$ cat src/rtl/regfile_pkg.sv
// Shared definitions for the register-file write-back path: address width,
// the hard-wired zero register, and the request payload used by producers.
package regfile_pkg;

  localparam int REG_ADDR_W = 5;
  localparam int XLEN       = 64;
  localparam logic [REG_ADDR_W-1:0] ZERO_REG = 5'd0;

  typedef struct packed {
    logic [REG_ADDR_W-1:0] rd;
    logic [XLEN-1:0]       wd;
  } wb_req_t;

endpackage

$ cat src/rtl/regfile_wb_age_counter.sv
// Saturating count of consecutive cycles the execute request was refused;
// force_grant tells the arbiter that execute must win this cycle.
module regfile_wb_age_counter #(
  parameter int MAX_WAIT = 4
) (
  input  logic clk,
  input  logic rst_n,
  input  logic waiting,
  input  logic clear,
  output logic force_grant
);

  localparam int CNT_W = $clog2(MAX_WAIT + 1);
  localparam logic [CNT_W-1:0] MAX_CNT = CNT_W'(MAX_WAIT);

  logic [CNT_W-1:0] wait_cnt_q;
  logic [CNT_W-1:0] wait_cnt_d;

  always_comb begin
    wait_cnt_d = wait_cnt_q;
    if (clear) begin
      wait_cnt_d = '0;
    end else if (waiting && (wait_cnt_q < MAX_CNT)) begin
      wait_cnt_d = wait_cnt_q + 1'b1;
    end
  end

  always_ff @(posedge clk or negedge rst_n) begin
    if (!rst_n) begin
      wait_cnt_q <= '0;
    end else begin
      wait_cnt_q <= wait_cnt_d;
    end
  end

  assign force_grant = (wait_cnt_q >= MAX_CNT);

endmodule

$ cat src/rtl/regfile_wb_arbiter.sv
// Shares the register file write port between execute and load producers.
// Load has fixed priority; the age counter bounds execute starvation.
module regfile_wb_arbiter
  import regfile_pkg::*;
#(
  parameter int XLEN     = regfile_pkg::XLEN,
  parameter int MAX_WAIT = 4
) (
  input  logic            clk,
  input  logic            rst_n,
  input  logic            ex_valid,
  output logic            ex_ready,
  input  logic [4:0]      ex_rd,
  input  logic [XLEN-1:0] ex_wd,
  input  logic            ld_valid,
  output logic            ld_ready,
  input  logic [4:0]      ld_rd,
  input  logic [XLEN-1:0] ld_wd,
  output logic            rf_we,
  output logic [4:0]      rf_rd,
  output logic [XLEN-1:0] rf_wd
);

  // Handshake: a transfer happens on a port when valid && ready in the same
  // cycle; the requester holds rd/wd stable while valid && !ready.

  logic    force_grant;
  logic    rf_we_q, rf_we_d;
  wb_req_t rf_req_q, rf_req_d;

  regfile_wb_age_counter #(
    .MAX_WAIT (MAX_WAIT)
  ) u_age (
    .clk         (clk),
    .rst_n       (rst_n),
    .waiting     (ex_valid && !ex_ready),
    .clear       (!ex_valid || ex_ready),
    .force_grant (force_grant)
  );

  assign ex_ready = ex_valid && (!ld_valid || force_grant);
  assign ld_ready = ld_valid && !ex_ready;

  always_comb begin
    rf_we_d  = 1'b0;
    rf_req_d = rf_req_q;
    if (ex_ready) begin
      rf_we_d  = (ex_rd != ZERO_REG);
      rf_req_d = '{rd: ex_rd, wd: ex_wd};
    end else if (ld_ready) begin
      rf_we_d  = (ld_rd != ZERO_REG);
      rf_req_d = '{rd: ld_rd, wd: ld_wd};
    end
  end

  always_ff @(posedge clk or negedge rst_n) begin
    if (!rst_n) begin
      rf_we_q  <= 1'b0;
      rf_req_q <= '0;
    end else begin
      rf_we_q  <= rf_we_d;
      rf_req_q <= rf_req_d;
    end
  end

  assign rf_we = rf_we_q;
  assign rf_rd = rf_req_q.rd;
  assign rf_wd = rf_req_q.wd;

endmodule

$ cat config.mk
export PLATFORM = sky130hd
export DESIGN_NAME = regfile_wb_arbiter
export DESIGN_NICKNAME = d
export VERILOG_FILES = /design/src/rtl/regfile_pkg.sv /design/src/rtl/regfile_wb_age_counter.sv /design/src/rtl/regfile_wb_arbiter.sv
export SDC_FILE = /design/constraint.sdc
export NUM_CORES = 1
export LEC_CHECK = 0
export CAP_MARGIN = 20
export CORE_AREA = 2 2 108 110
export DETAILED_ROUTE_END_ITERATION = 7
export DIE_AREA = 0 0 110 112
export PLACE_DENSITY = 0.78
export SYNTH_ARGS = -nofsm -noshare
export SYNTH_HDL_FRONTEND = slang
export SYNTH_SLANG_ARGS = --single-unit
export TNS_END_PERCENT = 1
$ cat constraint.sdc
create_clock -name clk -period 1.24 [get_ports clk]
set_input_delay 0.124 -clock clk [delete_from_list [all_inputs] [get_ports clk]]
set_output_delay 0.124 -clock clk [all_outputs]
set_load 0.02 [all_outputs]
==> results of run 1 <==
## sequential cells by signal, summed over array words and instances, names as in the netlist
signal and count:
rf_rd 5, rf_we 1, rf_wd 64, u_age.wait_cnt_q 3
## worst register-to-register path, cell delays in order, from the launching register on
cell       delay, ns
dfrtp_1         0.39
nor2b_4         0.12
nand2b_4        0.19
buf_8           0.16
clkbuf_16       0.17
mux2_4          0.30
## Yosys cell counts, drive strengths merged (2+ instances only)
library cell / number
mux2: 138
dfrtp: 73
buf: 15
and3: 2
nor2: 2
or4: 2
## where the power goes
group | switching (mW) | internal, mW | total (mW)
sequential | 0.134 | 2.66 | 2.80
clock | 0.897 | 1.40 | 2.30
combinational | 0.896 | 1.37 | 2.27
total | 1.93 | 5.44 | 7.37
## worst min-delay path by stage
stage / endpoint / slack [ns] / depth (start not counted)
CTS: u_age.wait_cnt_q[0] / 0.30 / 5
global route: u_age.wait_cnt_q[0] / 0.32 / 5
floorplan: rf_rd[0] / -0.17 / 0
global placement: rf_wd[35] / 0.17 / 2
detailed placement: rf_wd[31] / 0.18 / 2
finish: u_age.wait_cnt_q[0] / 0.30 / 5
## area by class of cell
type                       count  share of cell area (%)
multi-input combinational    151                    29.1
tap                          143                    2.71
timing repair buffer         236                    36.6
sequential                    73                    27.7
clock buffer                  15                    3.91
inverter                       1                  0.0569
## through the flow
| stage | instances | hold WS, ns | TNS, ns |
|---|---|---|---|
| final | 619 | 0.297 | -11.82 |
| after global routing | 619 | 0.316 | -15.32 |
| after global placement | 596 | 0.171 | -18.47 |
| after CTS | 615 | 0.297 | -12.01 |
| after detailed placement | 596 | 0.176 | -19.54 |
| after floorplan | 241 | -0.172 | -5.83 |
## logic make-up after synthesis
logic type	after synthesis
buf+inv	17
flops	73
simple gates	10
fa+ha+maj	1
mux	139
compound gates	1
## cells in the final DEF (no fill, tap or decap), types with 2 or more instances in the layout
| cell | netlist | layout |
|---|---|---|
| clkdlybuf4s50_1 | 0 | 139 |
| buf_4 | 0 | 8 |
| clkbuf_16 | 0 | 12 |
| buf_2 | 6 | 2 |
| mux2_2 | 68 | 68 |
| buf_16 | 0 | 3 |
| nor2_1 | 2 | 2 |
| clkbuf_1 | 1 | 5 |
| dlygate4sd2_1 | 0 | 70 |
| dfrtp_1 | 73 | 73 |
| or4_1 | 2 | 2 |
| mux2_4 | 67 | 69 |
| and3_1 | 2 | 2 |
| buf_12 | 7 | 6 |
| buf_6 | 1 | 3 |
## repair_timing
| action | 4_1_cts | 5_1_grt |
|---|---|---|
| endpoints found under the hold margin | 73 | 0 |
| buffers inserted | 0 | 1 |
| resized for setup | 89 | 4 |
| hold buffers | 1 | 0 |
| gates cloned | 3 | 3 |
| endpoints found under the setup margin | 141 | 72 |
## metal layers
layer,vias up,routed length [um]
met4,0,173
met5,-,0
li1,1332,-
met2,105,5610
met1,1402,4210
met3,12,688
==> metrics, run 1 <==
layout cell share with drive strength beyond 1=37.0%; Synth Area in Compound Gates=0.127%; register area share after synthesis=46.4%; fin worst setup slack=-0.201 ns; Chip Width=110 um; initial antenna violation count=0; R2R Setup Slk=-0.20 ns; largest family of logic cells by synthesized area=multiplexers; CP Launch Point=u_age.wait_cnt_q[2]; vias per cell=4.61; Worst-Skew Late Latency=0.32 ns; gp weighted congestion=0.769; fin area=6590 sq um; post-synthesis mux area share=46.1%; Diodes inserted=0; H-tree depth=3; number of global-route vias before repair=3249; number of fill cells=936; register bit total from synthesis=73; first-pass iteration count of the detailed router=4; Core Area=11200 sq um; syn avg cell area=16.3 sq um; CTS Buf Count=9; WP data required=1.45 ns; critical path depth=5; DRT Wirelength=10700 um; crit path capture=rf_wd[38]; library cells used by synthesis=20; CP max stage cell=dfrtp_1; CP endpoint kind=flip-flop; Synth Instances=241; HP Start=ld_valid; fin crit period=1.44 ns; Power Density=1120 nW/um^2; total track usage=17.5%; largest net degree at the start of global routing=74; Final HPWL DP=7770 um; GR peak layer=met2; crit path cell chain=nor2b_4 > nand2b_4 > buf_8 > clkbuf_16 > mux2_4; Setup WS pre-CTS=-0.323 ns; mapped cell area=3940 sq um; number of synthesized flops with an enable pin=0; VDD IR max=570 uV; CTS max path bufs=2; FF-to-FF Start=u_age.wait_cnt_q[2]; syn nets=384; GR met3 Demand/Resource=4.04%; slew margin rel.=73.8%; clk_skew=0.00598 ns; Critical Path AT=1.65 ns; Largest stage delay, worst path=0.39 ns; first-pass GRT wire length=16400 um; Reg clk slew, reported paths=0.06 ns; Synth-to-Final Area Change=67.5%; crit path max fanout=6; I/O pin count=214; xor/xnor share of the synthesized area=0%; Synth area leader=dfrtp_1; Core Util, Final=59.0%; depth of the worst register-to-register path=5; Hold Crit Class=in -> reg; simple-gate share of the synthesized area=1.84%; # clock sinks=73; I/O Buffers=213; grt met2 use=31.0%; Yosys top cell area share=46.4%; Core Rows=39; Slew @ Worst Pin=0.393 ns; Post-DP Area=6210 sq um; TritonCTS clock tree=done; multi-input combinational cell area=1920 sq um; Total Power=7.37 mW; maximum clock rate=694 MHz; Initial Util=35.2%; WL/cell=17.3 um; top post-synthesis cells by area=dfrtp_1 46%, mux2_4 26%, mux2_2 19%, buf_12 3.6%, mux2_1 0.86%; DR iter-0 viols=97; Synth Flop Type=dfrtp_1; max-cap violations=0; Synth Warn #=0; fin crit share=116%; failing checks=negative setup slack; register area=1830 sq um; final hold vios=0; critical setup path kind=reg -> reg; Bufs and invs on worst path=2; R2R Path End=rf_wd[38]; via count=2851; P_leak=3.07 nW; # DRC=0; status=finished with violations; CTS root buffer=clkbuf_16; met1 usage=20.2%; post-synthesis adder-cell area fraction=0.318%; total gr overflow=0; DIE HEIGHT=112 um; CP delay by family, top=flip-flops; final-report max-slew violation count=0; Critical Path Start Type=flip-flop; fin nets=615; Final Setup Violations=72; total die area=12300 sq um; ys async rst share=100%; post-route antenna net violation count=0; unrepaired setup endpoints after global routing=yes
No activity file was read; power rests on OpenSTA's default activity.
==> inputs of run 2 (changes only) <==
SKIP_LAST_GASP = 1   (was unset)
==> run 2 against run 1 <==
The run still ends with negative setup slack left. Die area did not move. Clock power barely moved. Design area rose by 1.3%. Sequential power barely moved. Critical endpoint unchanged.
==> metrics, run 2 (same netlist as run 1, synthesis figures left out) <==
Final HPWL DP=7770 um (unchanged); DRT Wirelength=10700 um (about the same); HP Start=ld_valid (unchanged); Largest register FFs=64 (unchanged); Post-DP Area=6210 sq um (unchanged); CTS root buffer=clkbuf_16 (unchanged); fin worst setup slack=-0.202 ns (was -0.201 ns); number of fill cells=934 (was 936); CTS max path bufs=2 (unchanged); max-cap violations=0 (unchanged); hold depth=5 (unchanged); number of global-route vias before repair=3243 (was 3249); unrepaired setup endpoints after global routing=yes (unchanged); Critical Path Start Type=flip-flop (unchanged); H-tree depth=3 (unchanged); Largest stage delay, worst path=0.39 ns (about the same); met3 WL post-DR=728 um (was 688 um); # clock sinks=73 (unchanged); clk_skew=0.00609 ns (was 0.00598 ns); Initial Util=35.2% (unchanged); fin crit share=116% (about the same); commonest non-fill, non-tap cell in the layout=clkdlybuf4s50_1 (unchanged); maximum clock rate=694 MHz (about the same); Core Util, Final=59.8% (was 59.0%); R2R Setup Slk=-0.20 ns (about the same); Final Setup Violations=140 (was 72); final hold vios=0 (unchanged); Diodes inserted=0 (unchanged); CP max stage cell=dfrtp_1 (unchanged); Hold Crit Class=in -> reg (unchanged); Core Rows=39 (unchanged); largest net degree at the start of global routing=74 (unchanged); FF-to-FF Start=u_age.wait_cnt_q[2] (unchanged); Synth-to-Final Area Change=69.8% (was 67.5%); total gr overflow=0 (unchanged); Non-Filler Instances=619 (unchanged); I/O Buffers=213 (unchanged); most frequent cells in the layout=207 x clkdlybuf4s50_1, 73 x dfrtp_1, 69 x mux2_4, 68 x mux2_2, 12 x clkbuf_16 (was 139 x clkdlybuf4s50_1, 73 x dfrtp_1, 70 x dlygate4sd2_1, 69 x mux2_4, 68 x mux2_2); DIE HEIGHT=112 um (unchanged); fin area=6680 sq um (was 6590 sq um); multi-input combinational cell area=1920 sq um (unchanged); DR iter-0 viols=87 (was 97); CP delay by family, top=flip-flops (unchanged); CTS Buf Count=9 (unchanged); slew margin rel.=73.7% (was 73.8%); crit path cell chain=nor2b_4 > nand2b_4 > buf_8 > clkbuf_16 > mux2_4 (unchanged); failing checks=negative setup slack (unchanged); WL/cell=17.4 um (was 17.3 um); Core Area=11200 sq um (unchanged); Fin Hold WS=0.298 ns (was 0.297 ns); Reg clk slew, reported paths=0.06 ns (about the same); Chip Width=110 um (unchanged); initial antenna violation count=0 (unchanged); VDD IR max=580 uV (was 570 uV); Slew @ Worst Pin=0.395 ns (was 0.393 ns); Power Density=1130 nW/um^2 (was 1120 nW/um^2); WHS Endpoint=u_age.wait_cnt_q[0] (unchanged); critical setup path kind=reg -> reg (unchanged); CP endpoint kind=flip-flop (unchanged); I/O pin count=214 (unchanged); max layer used=met4 (unchanged); via count=2851 (unchanged); TritonCTS clock tree=done (unchanged); gp weighted congestion=0.769 (unchanged); fin nets=615 (unchanged); register area=1830 sq um (unchanged); Critical Path AT=1.65 ns (about the same); # DRC=0 (unchanged); vias per cell=4.61 (unchanged); status=finished with violations (unchanged); depth of the worst register-to-register path=5 (unchanged); placed cell count=596 (unchanged); post-route antenna net violation count=0 (unchanged); first-pass iteration count of the detailed router=4 (unchanged); first-pass GRT wire length=16400 um (about the same); crit path max fanout=6 (unchanged); fin crit period=1.44 ns (about the same); R2R Path End=rf_wd[38] (unchanged); total die area=12300 sq um (unchanged); layout cell share with drive strength beyond 1=37.0% (unchanged); Worst-Skew Late Latency=0.32 ns (about the same); met1 WL=4230 um (was 4210 um); WP data required=1.45 ns (about the same); Setup WS pre-CTS=-0.323 ns (unchanged); Bufs and invs on worst path=2 (unchanged); WL met2=5590 um (was 5610 um); total track usage=17.5% (about the same); P_leak=2.98 nW (was 3.07 nW); final-report max-slew violation count=0 (unchanged)
==> run 2: cell count changes in the layout (fill, tap and decap cells not counted) <==
cell             before  now
clkdlybuf4s50_1     139  207
dlygate4sd2_1        70    1
dlymetal6s2s_1        0    1
==> run 2: layout make-up <==
cell class | count | share of cell area (%)
Clock buffer | 15 | 3.86
Inverter | 1 | 0.0562
Sequential cell | 73 | 27.3
Timing Repair Buffer | 236 | 37.4
Tap cell | 143 | 2.68
Multi-Input combinational cell | 151 | 28.7
==> run 2: routing by layer <==
metal,vias to the layer above,GRT usage (%)
li1,1333,-
met1,1399,20.2
met5,-,0
met4,0,6.67
met3,14,4.22
met2,105,30.7
==> run 2: what timing repair did <==
action,CTS,global route
buffers inserted,0,1
endpoints found under the hold margin,73,0
hold buffers,1,0
cloned,3,3
resized for setup,13,12
setup endpoints to repair,141,141
==> run 2: how the worst max path moves through the flow <==
stage                                   start   endpoint  slack (ns)  depth (start not counted)
after floorplan           u_age.wait_cnt_q[2]  rf_wd[21]       -0.09                          5
after global placement               ex_valid   ld_ready       -0.33                          4
after detailed placement             ex_valid   ld_ready       -0.32                          4
after CTS                 u_age.wait_cnt_q[2]  rf_wd[29]       -0.21                          5
after global routing      u_age.wait_cnt_q[2]  rf_wd[43]       -0.25                          5
final                     u_age.wait_cnt_q[2]  rf_wd[38]       -0.20                          5
==> run 2: where the power goes <==
part / total, mW / internal [mW] / switching (mW)
clock network: 2.30 / 1.40 / 0.898
registers: 2.81 / 2.67 / 0.146
logic: 2.47 / 1.57 / 0.897
total: 7.58 / 5.64 / 1.94
==> run 2: stage by stage <==
| stage | setup TNS, ns | total power [mW] |
|---|---|---|
| 2_1_floorplan | -5.83 | 4.04 |
| 3_3_place_gp | -18.47 | 5.19 |
| 3_5_place_dp | -19.54 | 5.24 |
| 4_1_cts | -25.49 | 7.62 |
| 5_1_grt | -29.26 | 7.94 |
| 6_report | -22.89 | 7.58 |
==> run 2: tightest hold or removal path, delay by kind of cell <==
kind | cells | cell delay (ns)
and+or+nand+nor | 3 | 0.22
buffers and inverters | 2 | 0.25
